## config.mk

```make
export PLATFORM = sky130hd
export DESIGN_NAME = piso_serializer
export DESIGN_NICKNAME = d
export VERILOG_FILES = /design/src/rtl/piso_serializer.sv
export SDC_FILE = /design/constraint.sdc
export NUM_CORES = 1
export LEC_CHECK = 0
export CORE_AREA = 2 2 39 41
export DETAILED_ROUTE_END_ITERATION = 6
export DIE_AREA = 0 0 41 43
export GPL_TIMING_DRIVEN = 0
export PLACE_DENSITY = 0.66
export SETUP_SLACK_MARGIN = 0.3
export SLEW_MARGIN = 30
export SYNTH_ARGS = -nofsm -noshare
export SYNTH_HDL_FRONTEND = slang
export SYNTH_SLANG_ARGS = --single-unit
```

## constraint.sdc

```tcl
create_clock -name clk -period 2 [get_ports clk]
set_clock_uncertainty 0.05 [all_clocks]
set_input_delay 0.2 -clock clk [delete_from_list [all_inputs] [get_ports clk]]
set_output_delay 0.2 -clock clk [all_outputs]
set_load 0.02 [all_outputs]
```

## src/rtl/piso_serializer.sv

```systemverilog
`default_nettype none
// ============================================================================
//  Module      : piso_serializer
//  Description : Parallel-in / serial-out shifter with a valid/ready load
//                handshake, selectable bit order and consumer shift enable.
//                A word is captured together with its shift direction.
//                It is then presented one bit at a time on sout, and each
//                bit advances only when en=1. A one-cycle done pulse
//                follows the final bit.
//  Ports       : clk        - clock, rising edge
//                rst        - synchronous active-high reset
//                din[N-1:0] - parallel word to serialize
//                load_valid - din/dir are presented for loading
//                load_ready - block can accept a word (IDLE)
//                dir        - 1 = MSB first, 0 = LSB first
//                en         - consumer takes the current bit
//                sout       - serial data bit
//                sout_valid - sout carries a word bit
//                done       - one-cycle pulse after the last bit is consumed
//  Revision    : 1.0 - initial release
// ============================================================================
module piso_serializer #(
    parameter int N = 4
) (
    input  logic         clk,
    input  logic         rst,
    input  logic [N-1:0] din,
    input  logic         load_valid,
    output logic         load_ready,
    input  logic         dir,
    input  logic         en,
    output logic         sout,
    output logic         sout_valid,
    output logic         done
);

    localparam int                 c_CNT_W = $clog2(N);
    localparam logic [c_CNT_W-1:0] c_LAST  = c_CNT_W'(N - 1);

    typedef enum logic [0:0] {
        S_IDLE  = 1'b0,
        S_SHIFT = 1'b1
    } state_t;

    state_t               state_q, state_d;
    logic [N-1:0]         shreg_q, shreg_d;
    logic [c_CNT_W-1:0]   cnt_q,   cnt_d;
    logic                 dir_q,   dir_d;
    logic                 done_q,  done_d;

    always_ff @(posedge clk) begin
        if (rst) begin
            state_q <= S_IDLE;
            shreg_q <= '0;
            cnt_q   <= '0;
            dir_q   <= 1'b0;
            done_q  <= 1'b0;
        end else begin
            state_q <= state_d;
            shreg_q <= shreg_d;
            cnt_q   <= cnt_d;
            dir_q   <= dir_d;
            done_q  <= done_d;
        end
    end

    always_comb begin
        state_d = state_q;
        shreg_d = shreg_q;
        cnt_d   = cnt_q;
        dir_d   = dir_q;
        done_d  = 1'b0;

        case (state_q)
            S_IDLE: begin
                // load_ready is high in IDLE, so load_valid alone accepts.
                if (load_valid) begin
                    shreg_d = din;
                    dir_d   = dir;
                    cnt_d   = '0;
                    state_d = S_SHIFT;
                end
            end
            S_SHIFT: begin
                if (en) begin
                    if (cnt_q == c_LAST) begin
                        // Last bit consumed: back to IDLE so a new word can
                        // be accepted during the done cycle.
                        state_d = S_IDLE;
                        shreg_d = '0;
                        cnt_d   = '0;
                        done_d  = 1'b1;
                    end else begin
                        // Shift toward the output end, zero fill.
                        shreg_d = dir_q ? {shreg_q[N-2:0], 1'b0}
                                        : {1'b0, shreg_q[N-1:1]};
                        cnt_d   = cnt_q + c_CNT_W'(1);
                    end
                end
            end
            default: state_d = S_IDLE;
        endcase
    end

    assign load_ready = (state_q == S_IDLE);
    assign sout_valid = (state_q == S_SHIFT);
    assign sout       = (state_q == S_SHIFT) ? (dir_q ? shreg_q[N-1] : shreg_q[0])
                                             : 1'b0;
    assign done       = done_q;

endmodule
`default_nettype wire

```

==> metrics.txt <==
ant diodes=0; DRT iter0 DRCs=4; crit path max fanout=6; Slew Viols, Final=0; Post CTS Setup Buffer Count=0; area grow syn2layout=33.4%; Data arrival, critical path=1290 ps; # rows=14; Yosys top cell area share=38.2%; multiplexer share of the synthesized area=15.9%; register area=180 sq um; busiest grt layer=met2; highest clock rate=651 MHz; post-synthesis cell count=47; met3 Resource Use GR=7.33%; DR pass1 iterations=4; die area=1760 sq um; Seq/Total Area, Yosys=38.2%; # H-tree levels=1; DRC=0; Post-Route WL=980 um; IO buf count=11; peak supply drop=0.313 mV; status=complete, no violations; global route overflow=0; CP Launch Type=register; Clock Tree Root=clkbuf_4; crit path time final=1540 ps; routability cong.=0.694; Syn Nets=58; Total Routing Usage GR=15.4%; WS Path Type=reg -> out; met2 usage=20.9%; largest net degree at the start of global routing=11; Min-Delay Path Class=in -> reg; PnR worst setup slack=464 ps; simple-gate share of the synthesized area=23.1%; largest family of logic cells by synthesized area=simple AND/OR/NAND/NOR gates; Reg2Reg Depth=3; CTS clock-pin slew for the worst setup and hold paths=60 ps; Cell Area, Synth=472 sq um; post-synthesis sequential element count=9; Worst setup EP type=output port; Die H=43 um; Hold Crit Depth=2; Unique masters post-synth=25; Yosys top cell by area=dfxtp_1; CORE AREA=1380 sq um; deepest clock path buffer count=2; Compound-Gate Fraction of Synth Area=13.5%; Synth Area per Inst=10.0 sq um; Final Cycle Share=76.8%; GRT met1 Usage=17.5%; Die Span X=41 um; xor and xnor area share after synthesis=0%; Num CTS Buffers=3; WP data required=1750 ps; # setup viols final=0; top cells by area, synth=dfxtp_1 38%, mux2_4 6.4%, nor2_1 6.4%; Min Hold Slack=274 ps; Initial Util=34.1%; detailed-route wire length per cell=12.6 um; Routed Antenna Nets=0; RSZ-0062 raised after global routing=false; io pins=13; total number of vias=407; post-synthesis adder-cell area fraction=5.31%; first-pass GRT wire length=1770 um; worst slew pin tran=442 ps; Yosys warning count=0; fillcell total=126; worst skew pair latency=260 ps; leak pwr=0.258 nW; CTS sink cnt=9; share of cells above drive strength 1=17.7%; Nets=74; vias in the first global route=398; cell area power density=679 nW/um^2; Final Hold Fails=0; drt via density=5.22; CTS tree=done; setup_tns=0 ps; Max-Cap Viols=0; initial antenna violation count=0; Slew headroom=70.6%; area of the multi-input gates=273 sq um; Placement Setup Slack=456 ps
worst max-delay path: stages, from the launching register on:
cell and delay, ps:
dfxtp_1 460, mux2i_1 210, nor2_1 50, dlygate4sd2_1 310
synthesized netlist by cell type:
cell      instances
or3_1             1
dfxtp_1           9
and2b_1           1
and4bb_2          1
buf_6             1
nor2b_1           1
mux2_2            1
a21oi_1           1
mux2_4            2
a32oi_1           1
inv_1             1
a221oi_1          2
nor3b_1           1
a21oi_2           1
mux2i_2           1
clkbuf_1          1
a211oi_1          2
nand2_1           1
mux2i_1           2
ha_1              2
nor3_1            3
nand4b_1          1
nand2_4           1
a311oi_1          1
nor2_1            8
timing repair:
item,CTS,global route
gates resized for setup,1,1
pin swaps,0,0
hold buffers,0,0
endpoints found under the setup margin,1,1
cells in the final DEF, fill, tap and decap left out, types with 2 or more instances in the layout:
master / count
a211oi_1: 2
ha_1: 2
clkbuf_4: 3
a221oi_1: 2
nor3_1: 3
mux2_4: 2
nor2_1: 8
clkdlybuf4s50_1: 9
clkbuf_1: 2
dfxtp_1: 9
mux2i_1: 2
through the flow:
stage | area (sq um) | utilization, % | power [W] | instances
6_report | 629 | 45.5 | 0.000427 | 78
5_1_grt | 629 | 45.5 | 0.000459 | 78
4_1_cts | 627 | 45.3 | 0.000436 | 78
3_5_place_dp | 602 | 43.5 | 0.000291 | 74
3_3_place_gp | 602 | 43.5 | 0.000290 | 74
2_1_floorplan | 472 | - | 0.000257 | 47
layer usage:
metal  part of all wire, %  up-vias
li1                      -      205
met1                    46      193
met2                    47        7
met3                   4.6        2
met4                   2.2        0
met5                     0        -
cell families (layout without fill, tap and decap cells):
| logic type | count (synthesis) | in the layout |
|---|---|---|
| AND/OR/NAND/NOR | 19 | 19 |
| flip-flops | 9 | 9 |
| AO/OA/AOI/OAI | 8 | 8 |
| multiplexers | 6 | 6 |
| buffers and inverters | 3 | 18 |
| adder cells (fa/ha/maj) | 2 | 2 |
report_power, final:
part           internal [W]  switching [W]  leakage, nW
clock network     0.0000770      0.0000647       0.0150
registers          0.000191      0.0000108       0.0742
logic             0.0000465      0.0000374        0.169
total              0.000314       0.000113        0.258
flip-flops by register name, summed over array words and instances, names as in the netlist:
| name | flops |
|---|---|
| cnt_q | 2 |
| dir_q | 1 |
| done | 1 |
| shreg_q | 4 |
| sout_valid | 1 |
path summary, 6_finish.rpt:
path / startpoint / endpoint / slack [ps]
max: dir_q / sout / 460
min: rst / cnt_q[1] / 270
max reg2reg: dir_q / shreg_q[1] / 670
min reg2reg: shreg_q[2] / shreg_q[2] / 460
area by class of cell:
type | instances | share of cell area (%)
Inverter | 1 | 0.596
Tap cell | 16 | 3.18
Sequential cell | 9 | 28.6
Buffer | 2 | 2.39
Multi-Input combinational cell | 35 | 43.3
Timing Repair Buffer | 11 | 17.7
Clock buffer | 4 | 4.17
Note: power is estimated with default switching activity, not from simulation.
==> RTL edit, RTL diff (same settings) <==
Take the reset off `shreg_q` and load it in a clocked block of its own.
--- a/src/rtl/piso_serializer.sv
+++ b/src/rtl/piso_serializer.sv
@@ -51,17 +51,19 @@
     always_ff @(posedge clk) begin
         if (rst) begin
             state_q <= S_IDLE;
-            shreg_q <= '0;
             cnt_q   <= '0;
             dir_q   <= 1'b0;
             done_q  <= 1'b0;
         end else begin
             state_q <= state_d;
-            shreg_q <= shreg_d;
             cnt_q   <= cnt_d;
             dir_q   <= dir_d;
             done_q  <= done_d;
         end
+    end
+
+    always_ff @(posedge clk) begin
+        shreg_q <= shreg_d;
     end
 
     always_comb begin
Function: same outputs for any inputs over 10 cycles, from zero or initial values and one cycle with rst high; that may be too few to reach the edited logic, so the function may still have changed.
==> RTL edit against the unedited design <==
Wire length down 11%; hold slack better by 0.21 ns; sequential cell count unchanged; core utilization shrank 0.63 points; area after synthesis fell by 4.2%; non-clock buffer count rose by 1; power increased by 0.48%; sequential power increased by 6%; worst setup slack got worse by 0.018 ns; final area fell by 1.4%; cell count shrank 7.7%; maximum frequency shrank 1.2%.
==> RTL edit: results (changes against the unedited design) <==
The combinational share of power is 17.5% (was 19.6%), and the number of enable flip-flop cells after synthesis is 4 (was 0). The cell depth of the worst hold path is 2 (unchanged), and the setup slack on the worst flop-to-flop path is 0.79 ns (was 0.67 ns). For the maximum VDD drop, the log shows 0.3285 mV (was 0.3132 mV). The static leakage came out at 0.2561 nW (was 0.2579 nW). The run gives 1428 um (was 1766 um) as the global-route wire length before repair. Leading cell types by total area after synthesis: sky130_fd_sc_hd__edfxtp_1, sky130_fd_sc_hd__dfxtp_1, sky130_fd_sc_hd__mux2i_1 (was sky130_fd_sc_hd__dfxtp_1, sky130_fd_sc_hd__mux2_4, sky130_fd_sc_hd__nor2_1).

Launch instance of the worst register-to-register path: sout_valid$_SDFF_PP0_ (was dir_q$_SDFFE_PP0P_). The end of the worst register-to-register path is shreg_q[3]$_DFFE_PP_ (was shreg_q[1]$_SDFFE_PP0P_). The flow ran to the end, and the final reports show no timing, DRC or antenna violations. The final cycle utilization of the critical path was 77.69% (was 76.78%). The routed wirelength normalized by instance count works out to 12.13 um (was 12.56 um).

The tools report the worst hold path startpoint as cnt_q[1]$_SDFFE_PP0P_ (was rst). The run gives 0.5020 ns (was 0.4557 ns) as the post-place setup slack. The share of final-layout standard cells stronger than drive strength 1 is 16.07% (was 17.74%).

The run gives 32.7% (was 33.1%) as the relative contribution of the clock network to total power. The tools report the standard cell area after detailed placement as 591.8 um^2 (was 601.8 um^2). The number of DRC violations after detailed-routing iteration 0 was 3 (was 4). The tools report the leftover overflow at the end of global routing as 0 (unchanged). Most instantiated cells after synthesis: sky130_fd_sc_hd__nor2_1, sky130_fd_sc_hd__dfxtp_1, sky130_fd_sc_hd__edfxtp_1, sky130_fd_sc_hd__mux2i_1 (was sky130_fd_sc_hd__dfxtp_1, sky130_fd_sc_hd__nor2_1, sky130_fd_sc_hd__nor3_1).

The relative slew slack is 86.01% (was 70.56%), and the via count of the first global-routing pass is 339 (was 398). The number of library cell types mapped by synthesis was 20 (was 25). The ratio of routed vias to standard cells is 4.875 (was 5.218). For the global router's overall resource usage, the log shows 13.26% (was 15.41%).

The total number of nets in the final design was 68 (was 74); the net switching component of the power was 0.1083 mW (was 0.1129 mW). The clock buffer count from CTS came out at 3 (unchanged). The worst hold-check path type was flip-flop to flip-flop (was input pin to flip-flop). The placer congestion estimate was 0.6184 (was 0.6935); the total of buffers placed on input and output ports was 12 (was 11). The logs give 51 (was 58) for the post-synth net total and 2 (unchanged) for the worst-case clock buffer depth. Sequential cell area fraction in the yosys report: 48.75% (was 38.20%).
RTL edit: through the flow:
stage / std cells / hold slack [ns] / power (mW)
final: 72 / 0.4857 / 0.4294
after global routing: 72 / 0.5167 / 0.4588
after CTS: 72 / 0.4938 / 0.4366
after detailed placement: 68 / 0.4782 / 0.2944
after global placement: 68 / 0.4773 / 0.2931
after floorplan: 40 / 0.2224 / 0.2593
RTL edit: cells by family (layout without fill, tap and decap cells):
group,after synthesis,after routing,synth area share (%)
fa+ha+maj,2,2,5.539
simple gates,13,13,16.62
buf+inv,5,21,6.648
flops,9,9,48.76
mux,5,5,11.91
compound gates,6,6,10.53
RTL edit: final cells by class:
cell class | count | area, um^2
buffer | 2 | 16.27
clock inverter | 1 | 5.005
clock buffer | 3 | 22.52
fill | 146 | 763.2
inverter | 3 | 13.76
timing repair buffer | 12 | 121.4
sequential | 9 | 220.2
tap | 16 | 20.02
multi-input combinational | 26 | 201.4
RTL edit: metal layers:
| metal | up-vias | track usage (%) | share of wire, % |
|---|---|---|---|
| met1 | 157 | 15.51 | 44 |
| met4 | 0 | 14.00 | 4.6 |
| met2 | 15 | 16.88 | 44 |
| li1 | 175 | - | - |
| met5 | - | 0 | 0 |
| met3 | 4 | 4.712 | 7.2 |
RTL edit: timing repair:
action                                 4_1_cts  5_1_grt
gates cloned                                 0        0
setup endpoints to repair                    1        1
resized for setup                            1        1
setup buffers                                0        0
endpoints found under the hold margin        0        0
RTL edit: worst max-delay path, cell delays in order (launching register included):
cell and delay [ns]:
sky130_fd_sc_hd__dfxtp_1 0.30, sky130_fd_sc_hd__buf_2 0.18, sky130_fd_sc_hd__mux2i_1 0.21, sky130_fd_sc_hd__nor2_1 0.05, sky130_fd_sc_hd__dlygate4sd2_1 0.31
